===== config.mk =====
export PLATFORM = sky130hd
export DESIGN_NAME = button_conditioner
export DESIGN_NICKNAME = d
export VERILOG_FILES = /design/src/rtl/button_conditioner.sv
export SDC_FILE = /design/constraint.sdc
export NUM_CORES = 1
export LEC_CHECK = 0
export BUFFER_PORTS_ARGS = -buffer_cell sky130_fd_sc_hd__clkbuf_2
export CAP_MARGIN = 20
export CORE_MARGIN = 2
export CORE_UTILIZATION = 64
export CTS_BUF_LIST = sky130_fd_sc_hd__clkbuf_4
export CTS_CLUSTER_DIAMETER = 200
export DETAILED_ROUTE_END_ITERATION = 6
export PLACE_DENSITY = 0.83
export SETUP_SLACK_MARGIN = 0.4
export SKIP_CTS_REPAIR_TIMING = 1
export SYNTH_ARGS = -nofsm -noshare
export SYNTH_HDL_FRONTEND = slang
export SYNTH_SLANG_ARGS = --single-unit

===== constraint.sdc =====
create_clock -name clk -period 8 [get_ports clk]
set_clock_uncertainty 0.2 [all_clocks]
set_input_delay 0.8 -clock clk [delete_from_list [all_inputs] [get_ports clk]]
set_output_delay 0.8 -clock clk [all_outputs]
set_load 0.01 [all_outputs]

===== src/rtl/button_conditioner.sv =====
// Pushbutton front end: two-flop synchronizer, counter debounce, press/release
// pulses and per-channel auto-repeat for the stopwatch controller.
module button_conditioner #(
  parameter int NUM_BTN         = 6,
  parameter int DEBOUNCE_CYCLES = 1000000,
  parameter int REPEAT_DELAY    = 50000000,
  parameter int REPEAT_RATE     = 10000000,
  parameter int CNT_W           = 27
) (
  input  logic               clk,
  input  logic               reset,
  input  logic [NUM_BTN-1:0] btn_raw,
  input  logic [NUM_BTN-1:0] repeat_en,
  output logic [NUM_BTN-1:0] btn_level,
  output logic [NUM_BTN-1:0] btn_press,
  output logic [NUM_BTN-1:0] btn_release,
  output logic [NUM_BTN-1:0] btn_repeat
);

  localparam logic [1:0] ST_IDLE   = 2'd0;
  localparam logic [1:0] ST_DELAY  = 2'd1;
  localparam logic [1:0] ST_REPEAT = 2'd2;

  localparam logic [CNT_W-1:0] DB_TC  = CNT_W'(DEBOUNCE_CYCLES - 1);
  localparam logic [CNT_W-1:0] RD_TC  = CNT_W'(REPEAT_DELAY - 1);
  localparam logic [CNT_W-1:0] RR_TC  = CNT_W'(REPEAT_RATE - 1);

  logic [NUM_BTN-1:0] sync_a;
  logic [NUM_BTN-1:0] sync_s;
  logic [CNT_W-1:0]   dcnt  [NUM_BTN];
  logic [CNT_W-1:0]   rcnt  [NUM_BTN];
  logic [1:0]         state [NUM_BTN];

  logic [NUM_BTN-1:0] accept;
  logic [NUM_BTN-1:0] level_nxt;

  // accept marks the cycle a level change is committed; the FSM looks at
  // level_nxt so a release beats a repeat terminal count in the same cycle.
  always_comb begin
    // NOTE: default every combinational output before the loop so no path
    // leaves a bit unassigned and infers a latch.
    accept    = '0;
    level_nxt = btn_level;
    for (int i = 0; i < NUM_BTN; i++) begin
      accept[i] = (sync_s[i] != btn_level[i]) && (dcnt[i] == DB_TC);
      if (accept[i]) level_nxt[i] = sync_s[i];
    end
  end

  always_ff @(posedge clk) begin
    if (reset) begin
      sync_a      <= '0;
      sync_s      <= '0;
      btn_level   <= '0;
      btn_press   <= '0;
      btn_release <= '0;
      btn_repeat  <= '0;
      for (int i = 0; i < NUM_BTN; i++) begin
        dcnt[i]  <= '0;
        rcnt[i]  <= '0;
        state[i] <= ST_IDLE;
      end
    end else begin
      sync_a      <= btn_raw;
      sync_s      <= sync_a;
      btn_level   <= level_nxt;
      btn_press   <= accept & sync_s;
      btn_release <= accept & ~sync_s;

      for (int i = 0; i < NUM_BTN; i++) begin
        if ((sync_s[i] == btn_level[i]) || accept[i]) dcnt[i] <= '0;
        else                                          dcnt[i] <= dcnt[i] + 1'b1;

        btn_repeat[i] <= 1'b0;
        if (!level_nxt[i]) begin
          state[i] <= ST_IDLE;
          rcnt[i]  <= '0;
        end else begin
          case (state[i])
            ST_IDLE: begin
              // Only reachable with level_nxt high on the accepted press.
              btn_repeat[i] <= 1'b1;
              rcnt[i]       <= '0;
              state[i]      <= ST_DELAY;
            end
            ST_DELAY: begin
              if (!repeat_en[i]) begin
                rcnt[i] <= '0;
              end else if (rcnt[i] == RD_TC) begin
                btn_repeat[i] <= 1'b1;
                rcnt[i]       <= '0;
                state[i]      <= ST_REPEAT;
              end else begin
                rcnt[i] <= rcnt[i] + 1'b1;
              end
            end
            ST_REPEAT: begin
              if (!repeat_en[i]) begin
                rcnt[i]  <= '0;
                state[i] <= ST_DELAY;
              end else if (rcnt[i] == RR_TC) begin
                btn_repeat[i] <= 1'b1;
                rcnt[i]       <= '0;
              end else begin
                rcnt[i] <= rcnt[i] + 1'b1;
              end
            end
            default: begin
              state[i] <= ST_IDLE;
              rcnt[i]  <= '0;
            end
          endcase
        end
      end
    end
  end

endmodule


Word level (Yosys, flattened, before mapping)
Memory sizes are Yosys's and may differ from the RTL's.
Index checks and enable logic that the tools add are counted.
Word-level totals
  bits in registers: 36
  memory bits (writable): 336
  input port bits: 14
  output and inout port bits: 24
  word-level logic and storage cells: 613
  memories kept: 3
Cells by class
  add/sub/neg operators: 12
  eq/ne operators: 42
  multiplexer cells: 410
  bitwise logic cells: 105
  reductions and logical operators: 30
Memories
  dcnt: depth 6, width 27, read ports 6, clocked after memory_dff 0, write ports 6, RTL line 30  | logic [CNT_W-1:0] dcnt [NUM_BTN];
  rcnt: depth 6, width 27, read ports 6, clocked after memory_dff 0, write ports 6, RTL line 31  | logic [CNT_W-1:0] rcnt [NUM_BTN];
  state: depth 6, width 2, read ports 6, clocked after memory_dff 0, write ports 6, RTL line 32  | logic [1:0] state [NUM_BTN];
Operators by type and width (count)
  $mux 27: 66
  $add 27x1->27 const B: 12
  $mux 1: 308
  $eq 27x20->1 const B: 6
  $eq 27x24->1 const B: 6
  $eq 27x26->1 const B: 6
  $or 1x1->1: 96
  $mux 2: 30
  $pmux 1 s3: 6
  $reduce_or 3->1: 6
  $and 6x6->6: 2
  $eq 2x1->1 const B: 6
  $eq 2x2->1 const B: 6
  $logic_not 2->1: 6
  $reduce_or 2->1: 6
  $eq 1x1->1: 6
  $logic_and 1x1->1: 6
  $logic_or 1x1->1: 6
  $ne 1x1->1: 6
  $not 1->1: 6
  $not 6->6: 1

Depth between registers and ports, before layout
Gate-level depths: netlist of run 1.
  depth in word-level cells: 15
  gate-level depth with buffers: 9
  gate-level depth less buffers: 7

Worst setup path before layout of run 1
OpenSTA, ideal clock, no wires.
  path kind: reg2reg
  start point: memory dcnt[4][10]
  end point: memory rcnt[4][21] (data pin)
  setup time: 254 ps
  arrival time: 2293 ps
  data required time: 7546 ps
  setup slack: 5253 ps
  stages on the path, launching flop included: 7
  buffers on the path: 1
  clock period less this slack: 2747 ps
  cell sequence: edfxtp_1 or4_1 or4_4 o311a_4 o22ai_4 buf_6 nor2_1
RTL lines (RTL line)
  start, declared: 30
  end, declared: 31

==> results.txt, run 1 <==
Status: finished clean
Synth area leader: edfxtp_1
Worst Hold Class: input pin to flop
Synth Flop Type: edfxtp_1
Pwr per Cell Area: 177 nW/um^2
Pleak: 8.25 nW
Commonest non-fill, non-tap cell in the layout: edfxtp_1
Largest net degree at the start of global routing: 32
Worst slew margin relative to its limit: 0.312
Setup TNS: 0 ns
Full die area: 33400 um^2
Crit path cell chain: or4b_2, nor4_1, a41oi_1, o22ai_4, nor3_1
Syn Inst Count: 1935
NetSw: 961 uW
Flop pwr share: 0.551
Share of the synthesized area in the top cell type: 0.494
Sequential area share after synthesis: 0.529
Post-Syn Area per Cell: 10.6 um^2
Max-cap violation count: 0
Net Sw Frac: 0.231
Antenna violations before repair: 1
Die W: 183 um
Worst path buffer plus inverter count: 0
Total GRT Usage: 0.242
Initial DRT Pass Iterations: 5
CP Max Fanout: 27
Vias in the first global route: 15200
Min Hold Slack: 0.0791 ns
Final Critical Period: 3.33 ns
Total gr overflow: 0
Final Setup Violations: 0
CTS sink count: 372
Core box area: 31500 um^2
Clock Latency Late Sink: 0.76 ns
Largest stage delay on the critical path: 0.81 ns
Post-synth EDFFs: 336
FMAX: 300 MHz
CTS buffer count: 98
Synth area leaders: edfxtp_1 (49%), xnor2_1 (7.2%), nor2_1 (6.0%)
Nets: 2377
CP Class: flop to flop
Ports: 38
Max Slew Vio Count: 0
Yosys reg bits: 372
Critical Path Source Type: flop
Synth cell types: 69
Critical Path RT: 8.25 ns
RSZ-0062 raised after global routing: false
Starting Density: 0.649
First DRT Iteration DRCs: 937
Fin crit share: 0.416
Vias per cell: 5.46
Worst Tran Pin Value: 1.03 ns
Asr flop ratio synth: 0
Detailed Place HPWL: 26900 um
Area Overhead vs Synth: 14.9%
WL per Instance: 13.8 um
Netlist Area Pre-Place: 20400 um^2
Final Hold Fails: 0
CP Capture Type: flop
GP Congestion: 0.845
Core Util, Final: 0.746
First-pass GRT wire length: 67800 um
Post-route ant nets: 0
VDD IR max: 0.127 mV
H-tree Lvls: 3
Most frequent cells in the layout: edfxtp_1 (336), nor2_1 (326), conb_1 (324), xnor2_1 (169), clkbuf_4 (167)
DRC: 0
Combinational power share: 0.040
Reg clk slew, reported paths: 0.07 ns
Rows: 65
Post-Route WL: 39200 um
Synth warn: 0
Slowest CP cell: o22ai_4
Cell area after layout: 23500 um^2
CTS tree: done
Placed Area: 22100 um^2
Number of I/O port buffers: 37
P_int: 3.19 mW
Layout cell share with drive strength beyond 1: 0.115
Routed vias: 15500
Crit-path leading delay family: simple AND/OR/NAND/NOR gates
CTS Buffer Depth: 3
CTS Root Cell: clkbuf_4
Clk pwr share: 0.408
Die height: 183 um
Crit path arrival time: 3.58 ns
-- final timing paths --
path / from / end / slack, ns / cells past startpoint
worst min-delay path: btn_raw[0] / sync_a[0]$_SDFF_PP0_ / 0.08 / 2
worst min register to register: sync_a[1]$_SDFF_PP0_ / sync_s[1]$_SDFF_PP0_ / 0.23 / 1
worst max register to register: rcnt[0][7]$_SDFFCE_PP0P_ / rcnt[0][8]$_SDFFCE_PP0P_ / 4.67 / 5
worst max-delay path: rcnt[0][7]$_SDFFCE_PP0P_ / rcnt[0][8]$_SDFFCE_PP0P_ / 4.67 / 5
-- synth_stat cells (all sizes together), types with 8 or more instances --
cell      n
edfxtp  336
nor2    328
xnor2   169
xor2    132
nand2   128
nand3   119
nor3    112
nand4    90
nor4     54
and3     49
and4     46
inv      41
clkbuf   39
dfxtp    36
nor4b    33
nor2b    22
buf      21
and2     16
a21oi    14
or3      14
ha       12
or4      11
and4b    10
o21ai    10
or4b     10
nand2b    9
nor3b     9
or2       8
-- registers in the layout (all words and copies together) (netlist names) --
name         cells
sync_s           6
sync_a           6
state           12
btn_press        6
btn_repeat       6
rcnt           162
btn_release      6
dcnt           162
btn_level        6
-- power by group through the flow --
stage / Combinational, mW / Sequential, mW / Clock, mW
floorplan: 0.140 / 2.30 / 0
global placement: 0.157 / 2.32 / 0
detailed placement: 0.160 / 2.33 / 0
CTS: 0.162 / 2.29 / 1.76
global route: 0.193 / 2.30 / 1.84
finish: 0.167 / 2.29 / 1.70
-- through the flow --
stage | setup WS [ns] | cells | power, mW
3_3_place_gp | 4.71 | 2644 | 2.48
2_1_floorplan | 5.25 | 2258 | 2.44
4_1_cts | 4.65 | 2827 | 4.21
6_report | 4.67 | 2839 | 4.15
3_5_place_dp | 4.63 | 2646 | 2.49
5_1_grt | 4.53 | 2839 | 4.33
-- per-layer routing --
| metal | up-vias | GRT usage | part of all wire |
|---|---|---|---|
| met2 | 349 | 0.416 | 0.49 |
| met1 | 7408 | 0.302 | 0.43 |
| li1 | 7653 | - | - |
| met4 | 0 | 0.0968 | 0.027 |
| met5 | - | 0 | 0 |
| met3 | 87 | 0.0475 | 0.044 |
-- cell type report --
| class | count | area (um^2) |
|---|---|---|
| diodes | 5 | 12.5 |
| clock buffers | 166 | 1250 |
| clock inverters | 15 | 56.3 |
| fillers | 2264 | 7980 |
| inverters | 41 | 154 |
| multi-input cells | 1785 | 10400 |
| flip-flops and latches | 372 | 10800 |
| well taps | 402 | 503 |
| repair buffers | 53 | 317 |
-- cells by family after synthesis --
kind of cell	after synthesis	share of synthesized area
simple gates	1090	0.291
flops	372	0.529
xor+xnor	301	0.129
buf+inv	101	0.0223
compound gates	57	0.0206
fa+ha+maj	12	0.00735
other cells	1	0.000183
mux	1	0.000490
(Power assumes the default switching activity.)
==> inputs of run 2 (changes only) <==
- ABC_AREA: unset -> 1
- CORE_UTILIZATION: 64 -> 60
- PLACE_DENSITY: 0.83 -> 0.82
- clock period: 8 -> 2.98 ns (I/O delays scaled with it)
==> run 2 against run 1 <==
Sequential share of layout area decreased by 7.8 points. Synthesized area increased by 20%. Count of clock-buffer cells in the layout decreased by 17. Flip-flop and latch count unchanged. Worst hold slack improved by 0.13 ns. Utilization decreased by 5.1 points. Combinational power increased to 4.0 times the previous value. Cell count increased by 55%. First-iteration DRC count increased by 83%. Wire length increased by 46%. Synthesized cell count increased by 73%. Non-clock buffer count increased by 33. Critical path type unchanged.
==> results.txt, run 2 <==
Status: finished clean (unchanged)
H-tree Lvls: 3 (unchanged)
Syn Inst Count: 3340 (was 1935)
Fin crit share: 0.827 (was 0.416)
Largest stage delay on the critical path: 0.45 ns (was 0.81 ns)
WHS Path Cells: 2 (unchanged)
Nets: 3823 (was 2377)
Pwr per Cell Area: 408 nW/um^2 (was 177 nW/um^2)
NetSw: 2.88 mW (was 961 uW)
Worst Tran Pin Value: 0.567 ns (was 1.03 ns)
Hold path startpoint: sync_a[1]$_SDFF_PP0_ (was btn_raw[0])
First-pass GRT wire length: 93400 um (was 67800 um)
Reg clk slew, reported paths: 0.07 ns (about the same)
CTS buffer count: 99 (was 98)
Clk pwr share: 0.411 (was 0.408)
Rows: 74 (was 65)
Antenna violations before repair: 1 (unchanged)
Crit path cell chain: ha_1, nand3_1, inv_1, nand2_1, nor2_1, nand2_1, nand3_1, nor2_4, nand3_1, nand2_1 (was or4b_2, nor4_1, a41oi_1, o22ai_4, nor3_1)
CP Capture Type: flop (unchanged)
Post-Syn Area per Cell: 7.37 um^2 (was 10.6 um^2)
Post-Route WL: 57100 um (was 39200 um)
Max-cap violation count: 0 (unchanged)
Synth warn: 0 (unchanged)
CTS Root Cell: clkbuf_4 (unchanged)
Setup TNS: 0 ns (unchanged)
Total gr overflow: 0 (unchanged)
Yosys reg bits: 372 (unchanged)
DRC: 0 (unchanged)
Die W: 207 um (was 183 um)
Share of the synthesized area in the top cell type: 0.410 (was 0.494)
Starting Density: 0.605 (was 0.649)
CTS tree: done (unchanged)
Die height: 207 um (was 183 um)
Final Setup Violations: 0 (unchanged)
Worst Hold Class: flop to flop (was input pin to flop)
Core box area: 40600 um^2 (was 31500 um^2)
CP Max Fanout: 14 (was 27)
Final Hold Fails: 0 (unchanged)
Flop pwr share: 0.531 (was 0.551)
Largest net degree at the start of global routing: 54 (was 32)
First DRT Iteration DRCs: 1717 (was 937)
Routed vias: 22800 (was 15500)
CTS Buffer Depth: 3 (unchanged)
Synth area leader: edfxtp_1 (unchanged)
Initial DRT Pass Iterations: 5 (unchanged)
Commonest non-fill, non-tap cell in the layout: nand2_1 (was edfxtp_1)
Most frequent cell after synthesis: nand2_1 (was edfxtp_1)
Crit path arrival time: 2.96 ns (was 3.58 ns)
GP Congestion: 0.966 (was 0.845)
Netlist Area Pre-Place: 24600 um^2 (was 20400 um^2)
Detailed Place HPWL: 41300 um (was 26900 um)
R2R depth: 10 (was 5)
Worst slew margin relative to its limit: 0.619 (was 0.312)
Hold Path End: sync_s[1]$_SDFF_PP0_ (was sync_a[0]$_SDFF_PP0_)
Post-synth EDFFs: 336 (unchanged)
Synth area leaders: edfxtp_1 (41%), nand2_1 (13%), nor2_1 (8.5%) (was edfxtp_1 (49%), xnor2_1 (7.2%), nor2_1 (6.0%))
Ports: 38 (unchanged)
Most frequent cells in the layout: nand2_1 (879), nor2_1 (555), inv_1 (413), nand3_1 (378), edfxtp_1 (336) (was edfxtp_1 (336), nor2_1 (326), conb_1 (324), xnor2_1 (169), clkbuf_4 (167))
Critical Path Source Type: flop (unchanged)
RSZ-0062 raised after global routing: true (was false)
Max Slew Vio Count: 0 (unchanged)
Crit-path leading delay family: simple AND/OR/NAND/NOR gates (unchanged)
Sequential area share after synthesis: 0.439 (was 0.529)
CTS sink count: 372 (unchanged)
Multi-input combinational cell area: 13200 um^2 (was 10400 um^2)
P_int: 8.64 mW (was 3.19 mW)
Critical Path RT: 3.47 ns (was 8.25 ns)
Synth Flop Type: edfxtp_1 (unchanged)
PnR Total Power: 11.5 mW (was 4.15 mW)
CP Class: flop to flop (unchanged)
Largest regs: dcnt x162, rcnt x162, state x12 (unchanged)
Vias in the first global route: 20900 (was 15200)
Vias per cell: 5.17 (was 5.46)
Register area: 10800 um^2 (unchanged)
Area Overhead vs Synth: 14.8% (was 14.9%)
Reg2reg end: rcnt[4][5]$_SDFFCE_PP0P_ (was rcnt[0][8]$_SDFFCE_PP0P_)
VDD IR max: 0.282 mV (was 0.127 mV)
WL per Instance: 12.9 um (was 13.8 um)
Worst r2r src: rcnt[4][0]$_SDFFCE_PP0P_ (was rcnt[0][7]$_SDFFCE_PP0P_)
Number of I/O port buffers: 37 (unchanged)
Slowest CP cell: edfxtp_1 (was o22ai_4)
Asr flop ratio synth: 0 (unchanged)
Combinational power share: 0.058 (was 0.040)
Post-route ant nets: 0 (unchanged)
Synth cell count leaders: nand2_1 (881), nor2_1 (555), inv_1 (414) (was edfxtp_1 (336), nor2_1 (326), xnor2_1 (169))
FMAX: 406 MHz (was 300 MHz)
Total GRT Usage: 0.265 (was 0.242)
Layout cell share with drive strength beyond 1: 0.0827 (was 0.115)
Synth cell types: 48 (was 69)
Clock Latency Late Sink: 0.84 ns (was 0.76 ns)
Pleak: 12.0 nW (was 8.25 nW)
Full die area: 42700 um^2 (was 33400 um^2)
Filler Cells Inserted: 3511 (was 2264)
Reg2Reg Setup Slack: 0.52 ns (was 4.67 ns)
Worst path buffer plus inverter count: 1 (was 0)
Net Sw Frac: 0.250 (was 0.231)
Final Critical Period: 2.46 ns (was 3.33 ns)
==> run 2: cell types whose count changed in the layout (fill, tap and decap cells not counted), sizes merged, moves of 46 or more <==
cell	before	now
and4	46	0
inv	44	421
nor2	328	583
nor3	112	170
and3	49	3
xnor2	169	40
a21oi	14	97
nand2	128	894
nand3	119	388
==> run 2: cell type report <==
cell class,instances,share of cell area
Tap cell,532,0.0236
Sequential cell,372,0.383
Clock buffer,149,0.0396
Multi-Input combinational cell,2817,0.466
Antenna cell,1,0.0000885
Inverter,421,0.0562
Timing Repair Buffer,86,0.0243
Clock inverter,35,0.00797
==> run 2: through the flow <==
step           cells   util  setup WS, ns  area [um^2]  hold slack, ns
2_1_floorplan   3663      -         0.878        25800           0.182
3_3_place_gp    4191  0.651         0.376        26500           0.189
3_5_place_dp    4191  0.651         0.301        26500           0.200
4_1_cts         4375  0.684         0.270        27800          -0.637
5_1_grt         4413  0.695         0.360        28300           0.219
6_report        4413  0.695         0.516        28300           0.211
==> run 2: worst max-delay path by stage <==
stage	startpoint	to	slack (ns)	cells after the start
2_1_floorplan	rcnt[5][0]$_SDFFCE_PP0P_	rcnt[5][10]$_SDFFCE_PP0P_	0.88	9
3_3_place_gp	rcnt[5][0]$_SDFFCE_PP0P_	rcnt[5][4]$_SDFFCE_PP0P_	0.38	8
3_5_place_dp	rcnt[5][0]$_SDFFCE_PP0P_	rcnt[5][0]$_SDFFCE_PP0P_	0.30	8
4_1_cts	rcnt[5][0]$_SDFFCE_PP0P_	rcnt[5][26]$_SDFFCE_PP0P_	0.27	8
5_1_grt	rcnt[4][0]$_SDFFCE_PP0P_	rcnt[4][26]$_SDFFCE_PP0P_	0.36	10
6_report	rcnt[4][0]$_SDFFCE_PP0P_	rcnt[4][5]$_SDFFCE_PP0P_	0.52	10
==> run 2: layer usage <==
layer  global-route usage  wire length, um
met1                0.343            25000
met2                0.444            27000
met3               0.0489             3790
met4               0.0982             1310
met5                    0                0
==> run 2: logic make-up after synthesis <==
kind of cell / Yosys count / share of synthesized area
simple gates: 2177 / 0.388
buf+inv: 481 / 0.0803
flops: 372 / 0.439
xor+xnor: 152 / 0.0541
compound gates: 145 / 0.0325
fa+ha+maj: 12 / 0.00610
other cells: 1 / 0.000152
==> run 2: power by group through the flow <==
stage | logic (mW) | registers (mW) | clock network (mW)
after floorplan | 0.501 | 6.14 | 0
after global placement | 0.600 | 6.21 | 0
after detailed placement | 0.607 | 6.22 | 0
after CTS | 0.614 | 6.11 | 4.87
after global routing | 0.767 | 6.14 | 5.13
final | 0.663 | 6.12 | 4.74
==> run 2: worst register-to-register path: stages (launching register included) <==
cell      delay [ns]
edfxtp_1        0.45
ha_1            0.26
nand3_1         0.18
inv_1           0.12
nand2_1         0.16
nor2_1          0.09
nand2_1         0.06
nand3_1         0.20
nor2_4          0.40
nand3_1         0.14
nand2_1         0.09
==> inputs of run 3 (changes only) <==
- clock period: 2.98 -> 2.15 ns (I/O delays scaled with it)
==> run 3 against run 2 <==
The run now ends with DRC, setup timing left. Flip-flop and latch count did not move. Global-route usage rose by 2.4 points. Register-to-register slack got worse by 0.84 ns. Total power rose by 44%. Critical endpoint is now rcnt[0][25]$_SDFFCE_PP0P_.
==> results.txt, run 3 (same netlist as run 2, synthesis figures left out) <==
Vias per cell: 5.56 (was 5.17)
CP Capture Type: flop (unchanged)
Antenna violations before repair: 1 (unchanged)
Number of I/O port buffers: 37 (unchanged)
Largest regs: dcnt x162, rcnt x162, state x12 (unchanged)
Worst Hold Class: input pin to flop (was flop to flop)
Layout cell share with drive strength beyond 1: 0.251 (was 0.0827)
Crit-path leading delay family: simple AND/OR/NAND/NOR gates (unchanged)
Setup TNS: -17.81 ns (was 0 ns)
FMAX: 404 MHz (was 406 MHz)
First DRT Iteration DRCs: 2810 (was 1717)
Crit path cell chain: inv_1, nand2_1, nor3_1, nand2_1, nor2_1, nand3_2, nand2_8, nand3_4, nor2_1 (was ha_1, nand3_1, inv_1, nand2_1, nor2_1, nand2_1, nand3_1, nor2_4, nand3_1, nand2_1)
GP Congestion: 0.978 (was 0.966)
Worst slew margin relative to its limit: 0.640 (was 0.619)
CTS tree: done (unchanged)
VDD IR max: 0.442 mV (was 0.282 mV)
CP Class: flop to flop (unchanged)
Busiest grt layer: met2 (unchanged)
Clock Latency Late Sink: 0.92 ns (was 0.84 ns)
PnR worst setup slack: -0.324 ns (was 0.516 ns)
Cell Count, Final, Fillers Out: 4763 (was 4413)
Commonest non-fill, non-tap cell in the layout: nand2_1 (unchanged)
# placed instances: 4370 (was 4191)
Rows: 74 (unchanged)
Flop pwr share: 0.509 (was 0.531)
H-tree Lvls: 3 (unchanged)
DRC: 9 (was 0)
Pwr per Cell Area: 491 nW/um^2 (was 408 nW/um^2)
Reg clk slew, reported paths: 0.08 ns (was 0.07 ns)
P_int: 12.0 mW (was 8.64 mW)
First-pass GRT wire length: 102000 um (was 93400 um)
Die height: 207 um (unchanged)
Pleak: 14.5 nW (was 12.0 nW)
CTS Root Cell: clkbuf_4 (unchanged)
Critical Path Source Type: flop (unchanged)
Clk pwr share: 0.400 (was 0.411)
Violated checks: DRC, setup timing
Final Setup Violations: 149 (was 0)
Critical Path RT: 2.63 ns (was 3.47 ns)
Area Overhead vs Synth: 37.0% (was 14.8%)
Final Hold Fails: 0 (unchanged)
Vias in the first global route: 22800 (was 20900)
Filler Cells Inserted: 2399 (was 3511)
Largest stage delay on the critical path: 0.42 ns (was 0.45 ns)
Met3 track demand over resource: 0.0471 (was 0.0489)
Nets: 4169 (was 3823)
Initial DRT Pass Iterations: 7 (was 5)
CTS sink count: 372 (unchanged)
Max-cap violation count: 0 (unchanged)
Post-route ant nets: 0 (unchanged)
Post-Route WL: 77500 um (was 57100 um)
Final Critical Period: 2.47 ns (was 2.46 ns)
Slowest CP cell: edfxtp_1 (unchanged)
Combinational power share: 0.091 (was 0.058)
Full die area: 42700 um^2 (unchanged)
Starting Density: 0.605 (unchanged)
CTS Buffer Depth: 3 (unchanged)
Detailed Place HPWL: 45800 um (was 41300 um)
Routed vias: 26500 (was 22800)
Grt met2 use: 0.497 (was 0.444)
Status: finished, violations left (was finished clean)
Fin crit share: 1.15 (was 0.827)
CP Max Fanout: 7 (was 14)
Ports: 38 (unchanged)
Worst path buffer plus inverter count: 1 (unchanged)
Largest net degree at the start of global routing: 57 (was 54)
WL per Instance: 16.3 um (was 12.9 um)
CTS buffer count: 101 (was 99)
Die W: 207 um (unchanged)
Worst Tran Pin Value: 0.540 ns (was 0.567 ns)
Crit path arrival time: 2.96 ns (about the same)
Net Sw Frac: 0.276 (was 0.250)
RSZ-0062 raised after global routing: true (unchanged)
NetSw: 4.58 mW (was 2.88 mW)
Met1 usage: 0.363 (was 0.343)
Max Slew Vio Count: 0 (unchanged)
Total GRT Usage: 0.289 (was 0.265)
Core box area: 40600 um^2 (unchanged)
Total gr overflow: 0 (unchanged)
Most frequent cells in the layout: nand2_1 (835), nor2_1 (477), inv_1 (377), edfxtp_1 (336), conb_1 (324) (was nand2_1 (879), nor2_1 (555), inv_1 (413), nand3_1 (378), edfxtp_1 (336))
[run 3: changes by cell type in the layout (fill, tap and decap cells not counted), moves of 29 or more]
cell / delta
nand3_1: -114
inv_2: +31
nor3_1: -66
inv_1: -36
nand3_2: +99
buf_4: +286
nand2_1: -44
a21oi_1: -29
nor3_4: +42
nor2_1: -78
nor2_2: +48
nor2_4: +30
[run 3: power groups by stage]
stage	combinational [mW]	clock [mW]	sequential, mW
after floorplan	0.745	0	8.53
after global placement	1.12	0	8.55
after detailed placement	1.14	0	8.56
after CTS	1.15	6.64	8.41
after global routing	1.66	7.07	8.46
final	1.51	6.62	8.43
[run 3: tightest hold or removal path, delay by kind of cell]
kind            cells  cell delay (ns)
compound gates      1             0.12
simple gates        1             0.07
buf+inv             3             0.80
[run 3: cell type report]
cell class | instances | area [um^2] | area share
multi-input combinational | 2817 | 15400 | 0.456
sequential | 372 | 10800 | 0.321
timing repair buffer | 430 | 3950 | 0.117
inverter | 421 | 1600 | 0.0475
clock buffer | 154 | 1160 | 0.0343
tap | 532 | 666 | 0.0197
clock inverter | 36 | 163 | 0.00482
antenna | 1 | 2.50 | 0.0000742
[run 3: metrics by stage]
step | hold WS [ns] | cell area (um^2) | power [mW] | utilization | setup WS, ns
6_report | 0.139 | 33700 | 16.6 | 0.830 | -0.324
5_1_grt | 0.130 | 33700 | 17.2 | 0.830 | -0.277
4_1_cts | -0.714 | 30100 | 16.2 | 0.742 | -0.166
3_5_place_dp | 0.199 | 28800 | 9.70 | 0.709 | -0.123
3_3_place_gp | 0.189 | 28800 | 9.67 | 0.709 | -0.00661
2_1_floorplan | 0.0883 | 26800 | 9.27 | - | 0.152
[run 3: worst paths after layout]
path	from	end	slack, ns	depth (start not counted)
setup reg to reg	dcnt[0][23]$_SDFFCE_PN0P_	rcnt[0][25]$_SDFFCE_PP0P_	-0.32	9
hold reg to reg	sync_a[0]$_SDFF_PP0_	sync_s[0]$_SDFF_PP0_	0.22	2
hold / removal	reset	btn_press[0]$_SDFF_PP0_	0.14	5
setup / recovery	dcnt[0][23]$_SDFFCE_PN0P_	rcnt[0][25]$_SDFFCE_PP0P_	-0.32	9
[run 3: metal layers]
metal,wire (um),vias to the layer above
met3,6950,459
met5,0,-
met4,4420,0
met2,37600,1620
li1,-,12300
met1,28500,12100
